File: config.mk
export PLATFORM = sky130hd
export DESIGN_NAME = clk_step_ctrl
export DESIGN_NICKNAME = d
export VERILOG_FILES = /design/src/rtl/clk_ctrl_pkg.sv /design/src/rtl/clk_step_ctrl_debounce.sv /design/src/rtl/clk_step_ctrl.sv
export SDC_FILE = /design/constraint.sdc
export NUM_CORES = 1
export LEC_CHECK = 0
export BUFFER_PORTS_ARGS = -buffer_cell sky130_fd_sc_hd__buf_2
export CORE_UTILIZATION = 51
export CTS_BUF_LIST = sky130_fd_sc_hd__clkbuf_4
export CTS_CLUSTER_SIZE = 40
export DETAILED_ROUTE_END_ITERATION = 16
export PLACE_DENSITY = 0.81
export SYNTH_ARGS = -nofsm -noshare
export SYNTH_HDL_FRONTEND = slang
export SYNTH_SLANG_ARGS = --single-unit
File: constraint.sdc
create_clock -name clk -period 2.2 [get_ports clk]
set_input_delay 0.22 -clock clk [delete_from_list [all_inputs] [get_ports clk]]
set_output_delay 0.22 -clock clk [all_outputs]
set_load 0.01 [all_outputs]
File: src/rtl/clk_ctrl_pkg.sv
// Shared types and constants for the run/step clock-enable controller.
package clk_ctrl_pkg;

    typedef enum logic [1:0] {
        HALT = 2'd0,
        RUN  = 2'd1,
        STEP = 2'd2
    } state_t;

    // Resetting the edge history high means a divider output already high at release is not a tick.
    localparam logic TICK_PREV_RST = 1'b1;

    localparam int SYNC_STAGES = 2;

endpackage

File: src/rtl/clk_step_ctrl_debounce.sv
// Counter-based debouncer: output follows a synchronised input only after
// DEBOUNCE_CYCLES consecutive samples disagree with the current output.
module debounce #(
    parameter int DEBOUNCE_CYCLES = 16
) (
    input  logic clk,
    input  logic rstn,
    input  logic din,
    output logic dout
);
    localparam int CW = (DEBOUNCE_CYCLES > 2) ? $clog2(DEBOUNCE_CYCLES) : 1;
    localparam logic [CW-1:0] LAST = CW'(DEBOUNCE_CYCLES - 1);

    logic [CW-1:0] cnt;

    always_ff @(posedge clk) begin
        if (!rstn) begin
            cnt  <= '0;
            dout <= 1'b0;
        end else if (din == dout) begin
            cnt <= '0;
        end else if (cnt == LAST) begin
            cnt  <= '0;
            dout <= din;
        end else begin
            cnt <= cnt + 1'b1;
        end
    end

endmodule

File: src/rtl/clk_step_ctrl.sv
// Run/step controller turning the divided clock level into a one-cycle cpu_en.
// Define STEP_DEBOUNCE_EN to debounce the step button; otherwise it is only synchronised.
module clk_step_ctrl
    import clk_ctrl_pkg::*;
#(
    parameter int DEBOUNCE_CYCLES = 16,
    parameter int CNT_W           = 32
) (
    input  logic             clk,
    input  logic             rstn,
    input  logic             tick_src,
    input  logic             run_sw,
    input  logic             step_btn,
    output logic             cpu_en,
    output logic             running,
    output logic [CNT_W-1:0] cycle_count
);
    if (DEBOUNCE_CYCLES < 2) begin : g_bad_debounce
        $error("DEBOUNCE_CYCLES must be at least 2");
    end

    logic [SYNC_STAGES-1:0] run_sync;
    logic [SYNC_STAGES-1:0] btn_sync;
    logic                   run_s;
    logic                   btn_s;
    logic                   btn_db;
    logic                   btn_prev;
    logic                   step_req;
    logic                   tick_prev;
    logic                   tick;
    logic                   en_next;
    state_t                 state;
    state_t                 next_state;

    always_ff @(posedge clk) begin
        if (!rstn) begin
            run_sync <= '0;
            btn_sync <= '0;
        end else begin
            run_sync <= {run_sync[SYNC_STAGES-2:0], run_sw};
            btn_sync <= {btn_sync[SYNC_STAGES-2:0], step_btn};
        end
    end

    assign run_s = run_sync[SYNC_STAGES-1];
    assign btn_s = btn_sync[SYNC_STAGES-1];

`ifdef STEP_DEBOUNCE_EN
    debounce #(
        .DEBOUNCE_CYCLES(DEBOUNCE_CYCLES)
    ) u_debounce (
        .clk (clk),
        .rstn(rstn),
        .din (btn_s),
        .dout(btn_db)
    );
`else
    assign btn_db = btn_s;
`endif

    always_ff @(posedge clk) begin
        if (!rstn) begin
            btn_prev  <= 1'b0;
            tick_prev <= TICK_PREV_RST;
        end else begin
            btn_prev  <= btn_db;
            tick_prev <= tick_src;
        end
    end

    assign step_req = btn_db & ~btn_prev;
    assign tick     = tick_src & ~tick_prev;

    // Run switch takes priority everywhere; a step press only matters from HALT.
    always_comb begin
        next_state = state;
        en_next    = 1'b0;
        case (state)
            HALT: begin
                if (run_s) begin
                    next_state = RUN;
                end else if (step_req) begin
                    next_state = STEP;
                end
            end
            RUN: begin
                if (!run_s) begin
                    next_state = HALT;
                end else begin
                    en_next = tick;
                end
            end
            STEP: begin
                if (run_s) begin
                    next_state = RUN;
                    en_next    = tick;
                end else if (tick) begin
                    next_state = HALT;
                    en_next    = 1'b1;
                end
            end
            default: next_state = HALT;
        endcase
    end

    always_ff @(posedge clk) begin
        if (!rstn) begin
            state       <= HALT;
            cpu_en      <= 1'b0;
            running     <= 1'b0;
            cycle_count <= '0;
        end else begin
            state   <= next_state;
            cpu_en  <= en_next;
            running <= (next_state == RUN);
            if (cpu_en) begin
                cycle_count <= cycle_count + 1'b1;
            end
        end
    end

endmodule

==> metrics.csv, run 1 <==
metric,value,unit
Tot Pwr,1.17,mW
Total Neg Setup Slack,0,ns
pwr/cell area,527,nW/µm²
GRT Resource Usage Total,0.206,
setup bufs post-CTS,0,
endpoint type of the worst setup path,flop,
CP Class,reg -> reg,
WP data required,2.49,ns
Yosys cell types,33,
Die Y,62.7,µm
status,finished clean,
share of cells above drive strength 1,0.223,
slew margin rel.,0.784,
max cap viols,0,
dpl hpwl,2.55,mm
H-tree depth,2,
vias in the first global route,1556,
# hold bufs at CTS,0,
Final WS setup,0.103,ns
Worst EP arrival,2.38,ns
DP Worst Slack,0.0874,ns
vias post-DR,1686,
grt ovf,0,
Num CTS Buffers,5,
post-CTS sizing,0,
core footprint,3440,µm²
Startpoint Class,flop,
antenna diode count,0,
largest net degree at the start of global routing,30,
endpoints failing setup,0,
clk_lat worst skew,0.34,ns
"slowest stage delay, CP",0.50,ns
via-per-instance ratio,5.51,
RSZ-0062 raised after global routing,false,
Slew @ Worst Pin,0.323,ns
Rows,21,
first-pass GRT wire length,6.58,mm
fin nets,269,
die area,3930,µm²
hold crit path type,in -> reg,
initial antenna violation count,0,
"Max FO, Critical Path",10,
synthesized flop and latch total,42,
DRT Pass-1 Iters,4,
Synth Net Count,224,
gpl congestion,0.868,
syn_area_per_cell,8.78,µm²
"Primary FF master, synth",dfxtp_1,
max-slew violations,0,
initial DRC count,86,
post-route antenna net violation count,0,
clock buffer depth,2,
clk slew on worst S/H paths,0.12,ns
peak supply drop,0.000389,V
DRC,0,
maximum clock rate,477,MHz
CTS root buf,clkbuf_4,
Routed Wire Length,3.87,mm
Initial Util,0.546,
crit-path cells,ha_1 -> and4_4 -> or4b_4 -> buf_6 -> or4_1 -> a21oi_1,
mapped cell area,1880,µm²
Async SR Flop Fraction,0,
number of port buffers,38,
Final Non-Filler Cells,306,
endpoints failing hold,0,
placed instance count,297,
placement-stage cell area,2160,µm²
"Max stage delay cell, worst path",or4_1,
P_leak,0.866,nW
Avg WL per Cell,12.6,µm
Post-synth EDFFs,0,
area delta synth->final,18.2,%
Sink Count,42,
Die W,62.7,µm
Post-Route Skew,0.00570,ns
sequential element share of the synthesized area,0.447,
"Design Area, Final",2220,µm²
synthesized instance count,214,
I/O pins,39,
crit share post-route,0.953,
YS warnings,0,
TritonCTS clock tree,yes,
minimum clock period,2.10,ns
routing by layer:
metal | share of wire | routed length, µm | GRT usage | up-vias
met1 | 0.46 | 1770 | 0.248 | 775
li1 | - | - | - | 874
met4 | 0.012 | 46 | 0.0901 | 0
met2 | 0.50 | 1930 | 0.351 | 32
met3 | 0.032 | 123 | 0.0438 | 5
met5 | 0 | 0 | 0 | -
cell usage in the layout, fill, tap and decap left out, types with 2 or more instances in the layout:
cell type / instances
a21oi_1: 22
and2_1: 5
and3_1: 4
and4_1: 3
buf_2: 39
buf_4: 9
clkbuf_4: 5
clkinv_1: 3
dfxtp_1: 41
ha_1: 5
inv_1: 10
mux2i_1: 3
nand2_1: 16
nand2b_1: 7
nand3_1: 8
nand4_1: 5
nor2_1: 10
nor3_1: 3
nor4_1: 2
o21ai_0: 7
o31ai_1: 13
or3_1: 6
or4_1: 14
xnor2_1: 5
xor2_1: 4
synthesized netlist by cell type, types with 4 or more instances:
cell,n,area (µm²)
dfxtp_1,42,841
a21oi_1,22,110
nand2_1,16,60.1
or4_1,14,105
o31ai_1,13,97.6
inv_1,10,37.5
nor2_1,10,37.5
clkbuf_1,9,33.8
nand3_1,8,40.0
nand2b_1,7,43.8
o21ai_0,7,35.0
or3_1,6,37.5
and2_1,5,31.3
ha_1,5,62.6
nand4_1,5,31.3
xnor2_1,5,43.8
and3_1,4,25.0
xor2_1,4,35.0
stage by stage:
| step | hold slack [ns] | util |
|---|---|---|
| 2_1_floorplan | 0.321 | - |
| 3_3_place_gp | 0.416 | 0.627 |
| 4_1_cts | 0.0533 | 0.642 |
| 3_5_place_dp | 0.422 | 0.627 |
| 5_1_grt | 0.0530 | 0.646 |
| 6_report | 0.0676 | 0.646 |
critical path, delay by kind of cell, from the launching register on:
kind | cells | cell delay, ns
and+or+nand+nor | 3 | 1.23
DFF | 1 | 0.35
adders and majority gates | 1 | 0.17
buffers and inverters | 1 | 0.15
AOI/OAI and AO/OA | 1 | 0.14
final cells by class:
cell class	count	area [µm²]
well taps	46	57.6
multi-input cells	151	962
fillers	317	1220
repair buffers	49	274
clock inverters	3	11.3
inverters	10	37.5
clock buffers	5	37.5
flip-flops and latches	42	842
report_power, final:
group          leakage, nW  total, mW  internal (mW)  switching, mW
Combinational        0.498     0.0484         0.0207         0.0277
Sequential           0.340      0.773          0.769        0.00484
Clock               0.0277      0.349          0.114          0.235
logic make-up after synthesis:
logic type / share of synthesized area
and+or+nand+nor: 0.262
AOI/OAI and AO/OA: 0.156
DFF: 0.447
buffers and inverters: 0.0426
xor gates and xnor gates: 0.0419
adders and majority gates: 0.0333
muxes: 0.0160
path summary, 6_finish.rpt:
kind | from | to | slack, ns | cells past startpoint
max reg2reg | cycle_count[0]$_SDFFE_PN0P_ | cycle_count[16]$_SDFFE_PN0P_ | 0.10 | 6
max | cycle_count[0]$_SDFFE_PN0P_ | cycle_count[16]$_SDFFE_PN0P_ | 0.10 | 6
min reg2reg | run_sync[0]$_SDFF_PN0_ | run_sync[1]$_SDFF_PN0_ | 0.45 | 1
min | tick_src | tick_prev$_SDFF_PN1_ | 0.07 | 2
state kept, by name, summed over array words and instances, names as in the netlist:
register,flops
btn_prev,1
btn_sync,2
cpu_en,1
cycle_count,32
run_sync,2
running,1
state,2
tick_prev,1
No activity file was read; power rests on OpenSTA's default activity.
==> inputs of run 2 (changes only) <==
--- a/config.mk
+++ b/config.mk
@@ -6,10 +6,12 @@
 export NUM_CORES = 1
 export LEC_CHECK = 0
 export BUFFER_PORTS_ARGS = -buffer_cell sky130_fd_sc_hd__buf_2
+export CORE_ASPECT_RATIO = 1.5
 export CORE_UTILIZATION = 51
 export CTS_BUF_LIST = sky130_fd_sc_hd__clkbuf_4
 export CTS_CLUSTER_SIZE = 40
 export DETAILED_ROUTE_END_ITERATION = 16
+export GPL_TIMING_DRIVEN = 0
 export PLACE_DENSITY = 0.81
 export SYNTH_ARGS = -nofsm -noshare
 export SYNTH_HDL_FRONTEND = slang
==> run 2 against run 1 <==
  * Via count grew 3.7%
  * Utilization increased by 0.064 points
  * Final area rose by 0.28%
  * Global-route usage grew 1.5 points
  * Worst hold slack worse by 0.0021 ns
  * Largest cell class unchanged
==> metrics.csv, run 2 (synthesis results as in run 1) <==
metric,value,unit
status,finished clean,
Initial Util,0.545,
minimum clock period,2.12,ns
peak supply drop,0.000495,V
largest net degree at the start of global routing,12,
hold crit path type,in -> reg,
via-per-instance ratio,5.75,
Clk pwr share,0.319,
sw frac,0.227,
vias post-DR,1748,
pwr/cell area,543,nW/µm²
most frequent cells in the layout,"buf_2, dfxtp_1, a21oi_1, nand2_1, or4_1",
Startpoint Class,flop,
slew margin rel.,0.665,
number of port buffers,38,
DRC,0,
CP Class,reg -> reg,
Post-Route Skew,0.00834,ns
internal cell power,935,µW
Net Switching,275,µW
clock buffer depth,2,
endpoints failing setup,0,
Tot Pwr,1.21,mW
GRT Resource Usage Total,0.221,
share of cells above drive strength 1,0.233,
"slowest stage delay, CP",0.50,ns
Layout fillers,342,
post-route antenna net violation count,0,
Combinational Power Share,0.041,
first-pass GRT wire length,6.60,mm
"Max stage delay cell, worst path",or4_1,
Final Non-Filler Cells,304,
TritonCTS clock tree,yes,
# hold bufs at CTS,0,
met3 routed WL,159,µm
endpoint type of the worst setup path,flop,
max cap viols,0,
I/O pins,39,
clk slew on worst S/H paths,0.12,ns
endpoints failing hold,0,
H-tree depth,2,
antenna diode count,0,
highest metal used,met4,
WP data required,2.49,ns
placed instance count,294,
Flop pwr share,0.639,
area delta synth->final,18.6,%
DRT Pass-1 Iters,4,
initial antenna violation count,0,
max reg flops,32,
Fin Hold WS,0.0655,ns
fin nets,272,
Total Neg Setup Slack,0,ns
routed wl met2,2.10,mm
initial DRC count,54,
P_leak,0.857,nW
"Max FO, Critical Path",10,
Rows,26,
grt ovf,0,
vias in the first global route,1537,
dpl hpwl,2.87,mm
M1 wire length,1.77,mm
Die W,51.6,µm
Routed Wire Length,4.10,mm
crit-path cells,ha_1 -> and4_4 -> or4b_4 -> buf_6 -> or4_1 -> a21oi_1,
CTS root buf,clkbuf_4,
Worst EP arrival,2.41,ns
crit share post-route,0.965,
Num CTS Buffers,5,
RSZ-0062 raised after global routing,false,
max-slew violations,0,
clk_lat worst skew,0.35,ns
gpl congestion,0.842,
Sink Count,42,
cell family with most CP delay,simple AND/OR/NAND/NOR gates,
Slew @ Worst Pin,0.503,ns
maximum clock rate,471,MHz
Avg WL per Cell,13.5,µm
core footprint,3450,µm²
Die Y,76.3,µm
largest register by flop count,cycle_count,
die area,3940,µm²
"commonest non-fill, non-tap cell in the layout",buf_2,
"Buf+Inv Stages, Crit Path",1,
## run 2: cell types whose count changed in the layout (fill, tap and decap cells not counted)
cell,delta
a21oi_2,+1
dfxtp_1,-3
clkbuf_4,+2
o31ai_2,+2
clkinv_1,-3
buf_4,-6
o31ai_1,-2
clkbuf_1,+7
clkbuf_2,+1
dfxtp_2,+3
buf_1,+1
a21oi_1,-1
## run 2: power groups by stage
| stage | Clock (mW) | Combinational, mW | Sequential, mW |
|---|---|---|---|
| finish | 0.386 | 0.0501 | 0.774 |
| global route | 0.426 | 0.0556 | 0.775 |
| CTS | 0.395 | 0.0499 | 0.774 |
| detailed placement | 0 | 0.0498 | 0.791 |
| global placement | 0 | 0.0485 | 0.791 |
| floorplan | 0 | 0.0354 | 0.790 |
## run 2: metal layers
layer  vias to the layer above  track usage
li1                        874            -
met4                         0        0.127
met2                        50        0.377
met1                       816        0.228
met3                         8       0.0679
met5                         -            0
## run 2: worst paths after layout
check / from / endpoint / slack, ns / depth (start not counted)
worst max-delay path: cycle_count[0]$_SDFFE_PN0P_ / cycle_count[18]$_SDFFE_PN0P_ / 0.08 / 6
worst min register to register: btn_sync[0]$_SDFF_PN0_ / btn_sync[1]$_SDFF_PN0_ / 0.44 / 1
worst max register to register: cycle_count[0]$_SDFFE_PN0P_ / cycle_count[18]$_SDFFE_PN0P_ / 0.08 / 6
worst min-delay path: tick_src / tick_prev$_SDFF_PN1_ / 0.07 / 2
## run 2: what timing repair did
| item | 4_1_cts | 5_1_grt |
|---|---|---|
| pin swaps | 1 | 0 |
| resized for setup | 4 | 10 |
| endpoints found under the setup margin | 16 | 17 |
| hold endpoints to repair | 0 | 0 |
| buffers inserted | 1 | 2 |
## run 2: area by class of cell
type                            count  area [µm²]  share of cell area
Clock buffer                        7        52.6              0.0236
Multi-Input combinational cell    151         976               0.438
Tap cell                           42        52.6              0.0236
Buffer                             11        51.3              0.0230
Timing Repair Buffer               41         213              0.0955
Inverter                           10        37.5              0.0168
Sequential cell                    42         846               0.380
## run 2: through the flow
step | setup slack (ns) | instance area, µm² | utilization
floorplan | 0.0765 | 1880 | -
global placement | -0.0483 | 2120 | 0.615
detailed placement | -0.0714 | 2120 | 0.615
CTS | 0.0101 | 2190 | 0.634
global route | 0.00136 | 2230 | 0.646
finish | 0.0761 | 2230 | 0.646
